## src/rtl/mskaes_key_loader.sv

```systemverilog
// Collects a masked AES key word by word, hands it to the key datapath with a
// single init strobe, then erases the buffer. Shares are stored, never combined.
module mskaes_key_loader #(
    parameter int d = 2
) (
    input  logic              clk,
    input  logic              rst_n,
    input  logic              key_256,
    input  logic              in_valid,
    output logic              in_ready,
    input  logic [32*d-1:0]   in_data,
    input  logic              clear,
    input  logic              core_idle,
    output logic              key_valid,
    output logic              init,
    output logic [256*d-1:0]  sh_key
);

    typedef enum logic [1:0] {
        FILL = 2'd0,
        FULL = 2'd1,
        LOAD = 2'd2
    } state_t;

    state_t     state_q, state_d;
    logic [2:0] cnt_q, cnt_d;
    logic       len_q, len_d;
    logic       accept;
    logic       len_eff;
    logic       last_word;
    logic       flush;

    // A clear in the same cycle as a handshake drops the word.
    assign accept    = in_valid && (state_q == FILL) && !clear;
    assign len_eff   = (cnt_q == 3'd0) ? key_256 : len_q;
    assign last_word = len_eff ? (cnt_q == 3'd7) : (cnt_q == 3'd3);
    assign flush     = clear || (state_q == LOAD);

    always_ff @(posedge clk or negedge rst_n) begin
        if (!rst_n) begin
            state_q <= FILL;
            cnt_q   <= 3'd0;
            len_q   <= 1'b0;
        end else begin
            state_q <= state_d;
            cnt_q   <= cnt_d;
            len_q   <= len_d;
        end
    end

    always_comb begin
        state_d = state_q;
        cnt_d   = cnt_q;
        len_d   = len_q;
        case (state_q)
            FILL: begin
                if (accept) begin
                    cnt_d = cnt_q + 3'd1;
                    if (cnt_q == 3'd0) len_d = key_256;
                    if (last_word) state_d = FULL;
                end
            end
            FULL: begin
                if (core_idle) state_d = LOAD;
            end
            LOAD: begin
                state_d = FILL;
                cnt_d   = 3'd0;
            end
            default: begin
                state_d = FILL;
                cnt_d   = 3'd0;
            end
        endcase
        if (clear) begin
            state_d = FILL;
            cnt_d   = 3'd0;
            len_d   = 1'b0;
        end
    end

    // One register per key word; words beyond the key length are never written,
    // so a 128-bit key leaves words 4..7 at zero.
    for (genvar gi = 0; gi < 8; gi++) begin : gen_word
        logic [32*d-1:0] word_q;

        always_ff @(posedge clk or negedge rst_n) begin
            if (!rst_n) begin
                word_q <= '0;
            end else if (flush) begin
                word_q <= '0;
            end else if (accept && (cnt_q == 3'(gi))) begin
                word_q <= in_data;
            end
        end

        assign sh_key[32*d*gi +: 32*d] = word_q;
    end

    assign in_ready  = (state_q == FILL);
    assign key_valid = (state_q == FULL) || (state_q == LOAD);
    assign init      = (state_q == LOAD);

endmodule

```

## config.mk

```make
export PLATFORM = sky130hd
export DESIGN_NAME = mskaes_key_loader
export DESIGN_NICKNAME = d
export VERILOG_FILES = /design/src/rtl/mskaes_key_loader.sv
export SDC_FILE = /design/constraint.sdc
export NUM_CORES = 1
export LEC_CHECK = 0
export ABC_AREA = 1
export CAP_MARGIN = 20
export CELL_PAD_IN_SITES_DETAIL_PLACEMENT = 1
export CELL_PAD_IN_SITES_GLOBAL_PLACEMENT = 2
export CORE_MARGIN = 2
export CORE_UTILIZATION = 30
export DETAILED_ROUTE_END_ITERATION = 7
export GPL_TIMING_DRIVEN = 0
export PLACE_DENSITY = 0.94
export SYNTH_ARGS = -nofsm -noshare
export SYNTH_HDL_FRONTEND = slang
export SYNTH_SLANG_ARGS = --single-unit
```

## constraint.sdc

```tcl
create_clock -name clk -period 2.97 [get_ports clk]
set_input_delay 0.594 -clock clk [delete_from_list [all_inputs] [get_ports clk]]
set_output_delay 0.594 -clock clk [all_outputs]
set_load 0.05 [all_outputs]
```

==> reports/results.txt, run 1 <==
For this run, the top clock speed supported by timing is 349 MHz. On the final layout, the worst clock skew is 0.0247 ns. TritonCTS built the clock tree.

The total wirelength of the detailed-routed design is 90900 µm. The critical path capture point type is a register. At the pin with the least slew margin, the transition time is 0.716 ns. The tools report the post-route total power as 0.0242 W. The die outline width was 268 µm. At the end of the flow, the number of nets in the layout was 3113.

The startpoint of the tightest hold check path is clear. The critical setup path kind is register to register. Largest voltage drop on the vdd net: 0.452 mV. Count of routing violations after the opening detailed-route iteration: 1235. Global-route usage over all layers: 0.249. The startpoint class of the critical path is a register. The count of unresolved DRC violations after routing came out at 0. The count of antenna-violating nets left after detailed routing came out at 0. For the number of failing setup endpoints in the final timing report, the log shows 0.

The tools report the core region area as 0.0688 mm². Detailed routing inserted a total of 19400 vias. Setup repair after global routing left no endpoint under its margin. The final critical-path required period came out at 2.87 ns. The synthesized design contains 518 register bits. For the worst-skew pair, the clock arrives at the later sink with an insertion delay of 0.62 ns.

The mean instance size in the synthesized netlist was 8.78 µm². For this run, the leading register cell type out of synthesis is sky130_fd_sc_hd__dfrtp_1. For the final routed database, the setup TNS stands at 0 ns.

Worst min-delay path class: input port to register. Port buffering added 583 buffers. The fraction of registers with async set or reset after synthesis was 1.00. Cell at the root of the clock tree: sky130_fd_sc_hd__clkbuf_16.

Once layout is done, the placed cells without fillers occupy 0.0301 mm². The tools report the initial cell density of the core as 0.304. Once detailed placement completed, the half-perimeter wirelength came to 63500 µm.

The clock drives 518 sinks. The share of the clock period used by the worst path was 0.965; the worst-case clock buffer depth was 3. The first global-routing pass estimated 132000 µm of wire. The site row count is 96. In this run the count of I/O pins placed on the die edge is 585. Along the worst path, the maximum fanout reaches 10. The flow ran to the end, and the final reports show no timing, DRC or antenna violations.

The placer congestion estimate came out at 0.826. Summing every instance area after synthesis gives 0.0210 mm². For the number of H-tree branching levels, the log shows 2. Summed over all cells, the static leakage comes to 15.3 nW.

The worst register-to-register path begins at state_q[0]. STA puts the critical path data arrival time at 3.40 ns. For the number of global-route vias before repair, the log shows 20200. The initial antenna violation count is 7.

The tools report the leftover overflow at the end of global routing as 0. The synthesized netlist contains 18 unique library cells. The floorplan step set the die height to 268 µm. Leaving out fill and tap cells, the most frequent cell in the layout is sky130_fd_sc_hd__nand2_1. The total count of max-transition violations in the final report came out at 0. The clock transition time at the flip-flop clock pins of the worst setup and hold paths was 0.06 ns; the share of the yosys chip area belonging to registers was 0.619. The tools report the worst max-slew margin expressed relative to the limit as 0.522. The average vias per placed instance was 4.83. The tools report the max-cap check violation count as 0. Placement-stage cell area: 0.0281 mm².

After filler insertion, the fill cell instance count of the layout stands at 8051. The top cell types in the final layout, fill and taps aside, are sky130_fd_sc_hd__nand2_1 (1059), sky130_fd_sc_hd__clkdlybuf4s50_1 (580), sky130_fd_sc_hd__dfrtp_1 (518). The required time of the critical path is 3.51 ns, and the overall die area is 0.0720 mm².

The power per cell area is 804 mW/mm², and the final cell count without fillers is 4013. The number of synthesized flops with an enable pin is 0. Average wire length per cell after detail routing: 22.7 µm.

From synthesis to final layout, the design area changed by 43.4%. The fraction of final layout cells with drive strength greater than 1 was 0.0851. Tracing the worst setup path back leads to its startpoint at state_q[0]. The count of final hold-check violations came out at 0. Counting every instance in the synthesized netlist gives 2385.

The number of nets in the synthesized netlist is 2464. Clock tree synthesis inserted a total of 57 buffers. The maximum number of pins on one net before global-route repair is 115.

The count of yosys warnings during synthesis is 0. For this run, the detailed router's first-pass iteration total came to 4. Once placement completed, the tool counted placed cells totaling 3904.
worst paths after layout:
kind	slack [ns]	to	cells after the start
setup reg to reg	0.10	gen_word[6].word_q[53]	9
min in group asynchronous	0.50	gen_word[1].word_q[57]	2
hold reg to reg	0.47	gen_word[0].word_q[31]	2
setup / recovery	0.10	gen_word[6].word_q[53]	9
hold / removal	0.31	len_q	2
max in group asynchronous	0.75	gen_word[2].word_q[30]	5
where the power goes:
| part | internal [W] | switching [W] |
|---|---|---|
| Combinational | 0.00215 | 0.00632 |
| Clock | 0.00418 | 0.00306 |
| Sequential | 0.00790 | 0.000538 |
cell usage after synthesis, types with 2 or more instances:
cell | number | area (µm²)
sky130_fd_sc_hd__nor2_1 | 2 | 7.51
sky130_fd_sc_hd__nand3_1 | 462 | 2310
sky130_fd_sc_hd__buf_1 | 29 | 109
sky130_fd_sc_hd__dfrtp_1 | 518 | 13000
sky130_fd_sc_hd__buf_2 | 81 | 405
sky130_fd_sc_hd__inv_1 | 71 | 267
sky130_fd_sc_hd__clkbuf_1 | 51 | 191
sky130_fd_sc_hd__ha_1 | 9 | 113
sky130_fd_sc_hd__nor2_2 | 61 | 382
sky130_fd_sc_hd__o21ai_0 | 26 | 130
sky130_fd_sc_hd__inv_2 | 6 | 22.5
sky130_fd_sc_hd__nor2_4 | 2 | 22.5
sky130_fd_sc_hd__nand2_1 | 1062 | 3990
per-stage QoR:
stage          hold slack, ns   util  setup slack, ns
6_report                0.311  0.437            0.104
2_1_floorplan           0.298      -            0.845
4_1_cts                 0.281  0.436         0.000157
5_1_grt                 0.291  0.437           0.0128
3_3_place_gp            0.454  0.406           -22.91
3_5_place_dp            0.457  0.408           -0.539
sequential cells by signal (all words and copies together), names as in the netlist:
register,count
cnt_q,3
len_q,1
gen_word.word_q,512
state_q,2
area by class of cell:
| type | count | area (µm²) | share of cell area |
|---|---|---|---|
| Antenna cell | 3 | 7.51 | 0.000250 |
| Buffer | 161 | 708 | 0.0236 |
| Clock buffer | 78 | 1670 | 0.0555 |
| Clock inverter | 26 | 235 | 0.00783 |
| Inverter | 77 | 300 | 0.00999 |
| Multi-Input combinational cell | 1629 | 7010 | 0.233 |
| Sequential cell | 518 | 13000 | 0.431 |
| Tap cell | 931 | 1160 | 0.0388 |
| Timing Repair Buffer | 590 | 6000 | 0.200 |
kinds of logic (layout without fill, tap and decap cells):
| family | Yosys count | after routing | share of synthesized area |
|---|---|---|---|
| compound gates | 29 | 29 | 0.00711 |
| fa+ha+maj | 9 | 9 | 0.00537 |
| buf+inv | 238 | 932 | 0.0475 |
| flops | 518 | 518 | 0.619 |
| other cells | 0 | 3 | 0 |
| simple gates | 1591 | 1591 | 0.321 |
timing repair:
item,in CTS,in global routing
hold buffers,1,0
gates resized for setup,5,11
pin swaps,1,0
endpoints found under the hold margin,52,0
buffers inserted,1,0
setup endpoints to repair,167,239
metal layers:
metal / wire length [µm] / GRT usage / up-vias
met5: 26 / 0 / -
met4: 3980 / 0.105 / 4
met1: 37400 / 0.308 / 9699
met3: 6690 / 0.0670 / 172
li1: - / - / 8859
met2: 42800 / 0.411 / 630
critical path, cell delays in order, from the launching register on:
cell and delay [ns]:
sky130_fd_sc_hd__dfrtp_1 0.41, sky130_fd_sc_hd__inv_1 0.10, sky130_fd_sc_hd__ha_1 0.33, sky130_fd_sc_hd__nand2_2 0.19, sky130_fd_sc_hd__nor2_4 0.24, sky130_fd_sc_hd__nand3_1 0.49, sky130_fd_sc_hd__clkinv_2 0.54, sky130_fd_sc_hd__buf_2 0.31
sky130_fd_sc_hd__nand2_1 0.07, sky130_fd_sc_hd__nand2_1 0.09
(Power assumes the default switching activity.)
==> run 2, diff against run 1 <==
--- a/config.mk
+++ b/config.mk
@@ -6,6 +6,7 @@
 export NUM_CORES = 1
 export LEC_CHECK = 0
 export ABC_AREA = 1
+export ABC_CLOCK_PERIOD_IN_PS = 2970
 export CAP_MARGIN = 20
 export CELL_PAD_IN_SITES_DETAIL_PLACEMENT = 1
 export CELL_PAD_IN_SITES_GLOBAL_PLACEMENT = 2
@@ -14,6 +15,7 @@
 export DETAILED_ROUTE_END_ITERATION = 7
 export GPL_TIMING_DRIVEN = 0
 export PLACE_DENSITY = 0.94
+export RECOVER_POWER = 100
 export SYNTH_ARGS = -nofsm -noshare
 export SYNTH_HDL_FRONTEND = slang
 export SYNTH_SLANG_ARGS = --single-unit
==> run 2 against run 1 <==
- cell count about the same
- combinational power decreased by 3.7%
- clock power about the same
- via count increased by 0.46%
- clock skew increased by 0.0015 ns
- utilization decreased by 0.062 points
- flip-flop and latch count unchanged
- register-to-register slack about the same
- critical path type unchanged
- critical endpoint unchanged
- largest cell class unchanged
==> reports/results.txt, run 2 (synthesis gave the netlist of run 1 again) <==
The flow ran to the end, and the final reports show no timing, DRC or antenna violations. Dividing total power by cell area gives a power density of 793 mW/mm². The share of power burned in the clock network is 0.305, and the slew at the pin with the worst max-slew slack is 1.08 ns.

Max-cap violations in this run came to 0. Across the VDD grid, the largest voltage drop is 0.461 mV. At the worst endpoint, the arrival time is 3.39 ns. The layout-stage area growth over the synthesis result was 43.2%; the average vias per placed instance was 4.85. Fraction of final layout cells with drive strength greater than 1: 0.0831. Along the worst hold path, the cell count comes to 2.

The total count of max-transition violations in the final report came out at 0. The worst min-delay path class is input port to register. The sequential power share is 0.353, and the site row count is 96. For the slack of the worst reg-to-reg path, the log shows 0.11 ns.

TritonCTS built the clock tree. The share of the clock period used by the worst path works out to 0.962. The worst path needs 2.86 ns of the cycle, external delays included. In this run the most critical hold path is launched from clear. CTS built an H-tree with a depth of 2.

The die is 268 µm wide. The count of antenna-violating nets left after detailed routing was 0. The root buffer cell chosen for the clock tree is sky130_fd_sc_hd__clkbuf_16.

Worst max-slew margin expressed relative to the limit: 0.278. The logs give 0 for the count of final hold-check violations and 20200 for the number of global-route vias before repair. The number of failing setup endpoints in the final timing report was 0; the insertion delay of the later-clocked pin in the worst-skew pair was 0.62 ns. Timing would allow up to 350 MHz. The share of the core filled with cells came out at 0.436. The total half-perimeter wirelength after legalization and detailed placement is 63500 µm.

Setup repair after global routing left no endpoint under its margin. The die covers 0.0720 mm². The placer congestion estimate was 0.826; the number of buffers and inverters on the critical path was 3.

For the global-route usage over all layers, the log shows 0.249. The cell repeated most along the worst path was sky130_fd_sc_hd__nand2_1. The leakage power figure is 16.8 nW. The tools report the capturing point of the worst reg2reg path as gen_word[6].word_q[53]. The net total in the final layout is 3113, and the number of optimization iterations in the first detailed-route pass is 5.

For the final routed database, the setup TNS stands at 0 ns. The final worst hold slack was 0.311 ns; the die boundary height was 268 µm. The library cell used most frequently in the layout, excluding fill and tap cells, is sky130_fd_sc_hd__nand2_1.

TritonCTS created 57 clock buffers. The proportion of power drawn by combinational gates is 0.343. The worst setup path is of the register to register kind. The register with the most flip-flops in the layout has 512 of them.

The average wire length per cell after detail routing was 22.6 µm. Cell type group with the largest total delay on the critical path: simple AND/OR/NAND/NOR gates. Net switching share of the total power: 0.415. On the final layout, the worst clock skew is 0.0262 ns. The logs give 1213 for the count of routing violations after the opening detailed-route iteration and 0.0688 mm² for the core region area. The count of unresolved DRC violations after routing came out at 0.

The post-route total power came out at 0.0238 W. For this run, the slowest stage of the critical path takes 0.54 ns. The initial antenna violation count was 5. The worst-case clock buffer depth was 3; the logic depth of the worst register-to-register path was 9. The top cell types in the final layout, fill and taps aside, are sky130_fd_sc_hd__nand2_1 (1059), sky130_fd_sc_hd__dfrtp_1 (518), sky130_fd_sc_hd__dlygate4sd3_1 (513). Summed over all layers, the global routing overflow is 0.

The logs give 90800 µm for the total wirelength of the detailed-routed design and 0.0139 W for the cell-internal power. For the initial cell density of the core, the log shows 0.304. The run gives 3.51 ns as the required time of the critical path. The path with the worst hold slack has its endpoint at len_q. Walking the worst path, the cells encountered are inv_1 -> ha_1 -> nand2_2 -> nor2_4 -> nand3_1 -> clkinv_2 -> buf_2 -> nand2_1 -> nand2_1.

The tools report the startpoint of the worst setup timing path as state_q[0]. Entering global routing, the biggest net connects 115 pins. In the final layout, the registers with the most flip-flops are gen_word.word_q (512), cnt_q (3), state_q (2). The top-level I/O count was 585. The register containing the most flip-flops in the final layout is gen_word.word_q.

The tree built by TritonCTS fans out to 518 sinks. The tools report the global-route wire length before repair as 132000 µm. Of all nets on the critical path, the largest fanout is 10. After clock tree synthesis, the clock-pin slew on the worst setup and hold paths is 0.06 ns. STA classifies the critical path endpoint as a register.

In this run the power spent charging and discharging nets is 0.00989 W. The routed layout has 19500 vias. The count of input and output buffers was 583. Among all stages on the critical path, the largest delay is contributed by sky130_fd_sc_hd__clkinv_2. The worst setup path is launched from a register. The worst register-to-register path begins at state_q[0].
## run 2: cell types whose count changed in the layout (fill, tap and decap cells not counted)
| cell | change |
|---|---|
| sky130_fd_sc_hd__clkdlybuf4s50_1 | -512 |
| sky130_fd_sc_hd__dlygate4sd3_1 | +512 |
| sky130_fd_sc_hd__buf_2 | -40 |
| sky130_fd_sc_hd__clkbuf_2 | +35 |
| sky130_fd_sc_hd__clkbuf_1 | +7 |
| sky130_fd_sc_hd__diode_2 | -2 |
| sky130_fd_sc_hd__buf_16 | -1 |
| sky130_fd_sc_hd__buf_4 | -1 |
| sky130_fd_sc_hd__buf_6 | +1 |
| sky130_fd_sc_hd__dlymetal6s2s_1 | -1 |
| sky130_fd_sc_hd__inv_2 | +1 |
| sky130_fd_sc_hd__inv_4 | -1 |
## run 2: layout make-up
type	instances	area, µm²
tap	931	1160
clock inverter	26	235
fill	8059	38800
inverter	77	298
clock buffer	78	1670
buffer	161	701
antenna	1	2.50
timing repair buffer	590	5970
multi-input combinational	1629	7010
sequential	518	13000
## run 2: power groups by stage
| stage | clock network [W] | logic, W | registers (W) |
|---|---|---|---|
| after floorplan | 0 | 0.00201 | 0.0114 |
| after global placement | 0 | 0.00840 | 0.00854 |
| after global routing | 0.00772 | 0.00859 | 0.00849 |
| after CTS | 0.00741 | 0.00853 | 0.00844 |
| after detailed placement | 0 | 0.00848 | 0.00855 |
| final | 0.00725 | 0.00816 | 0.00840 |
## run 2: metal layers
| layer | part of all wire | global-route usage | up-vias |
|---|---|---|---|
| li1 | - | - | 8873 |
| met1 | 0.41 | 0.308 | 9782 |
| met2 | 0.48 | 0.411 | 632 |
| met3 | 0.074 | 0.0670 | 163 |
| met4 | 0.040 | 0.105 | 4 |
| met5 | 0.00026 | 0 | - |
## run 2: worst max path at each step
stage / end / slack, ns / cells after the start
2_1_floorplan: gen_word[2].word_q[31] / 0.84 / 9
3_3_place_gp: gen_word[7].word_q[25] / -22.91 / 1
3_5_place_dp: gen_word[0].word_q[43] / -0.54 / 8
4_1_cts: gen_word[3].word_q[25] / 0.0002 / 9
5_1_grt: gen_word[4].word_q[55] / 0.007 / 9
6_report: gen_word[6].word_q[53] / 0.11 / 9
## run 2: repair_timing
item | in CTS | in global routing
hold buffers | 1 | 0
gates resized for setup | 5 | 11
buffers inserted | 1 | 0
gates cloned | 0 | 0
endpoints found under the setup margin | 167 | 239
pin swaps | 1 | 0
hold endpoints to repair | 52 | 0
## run 2: per-stage QoR
step / worst slack [ns] / instances / cell area [µm²]
after floorplan: 0.845 / 2385 / 21000
after global placement: -22.91 / 3899 / 28000
after detailed placement: -0.539 / 3904 / 28100
after CTS: 0.000157 / 4010 / 30000
after global routing: 0.00736 / 4010 / 30000
final: 0.112 / 4011 / 30000
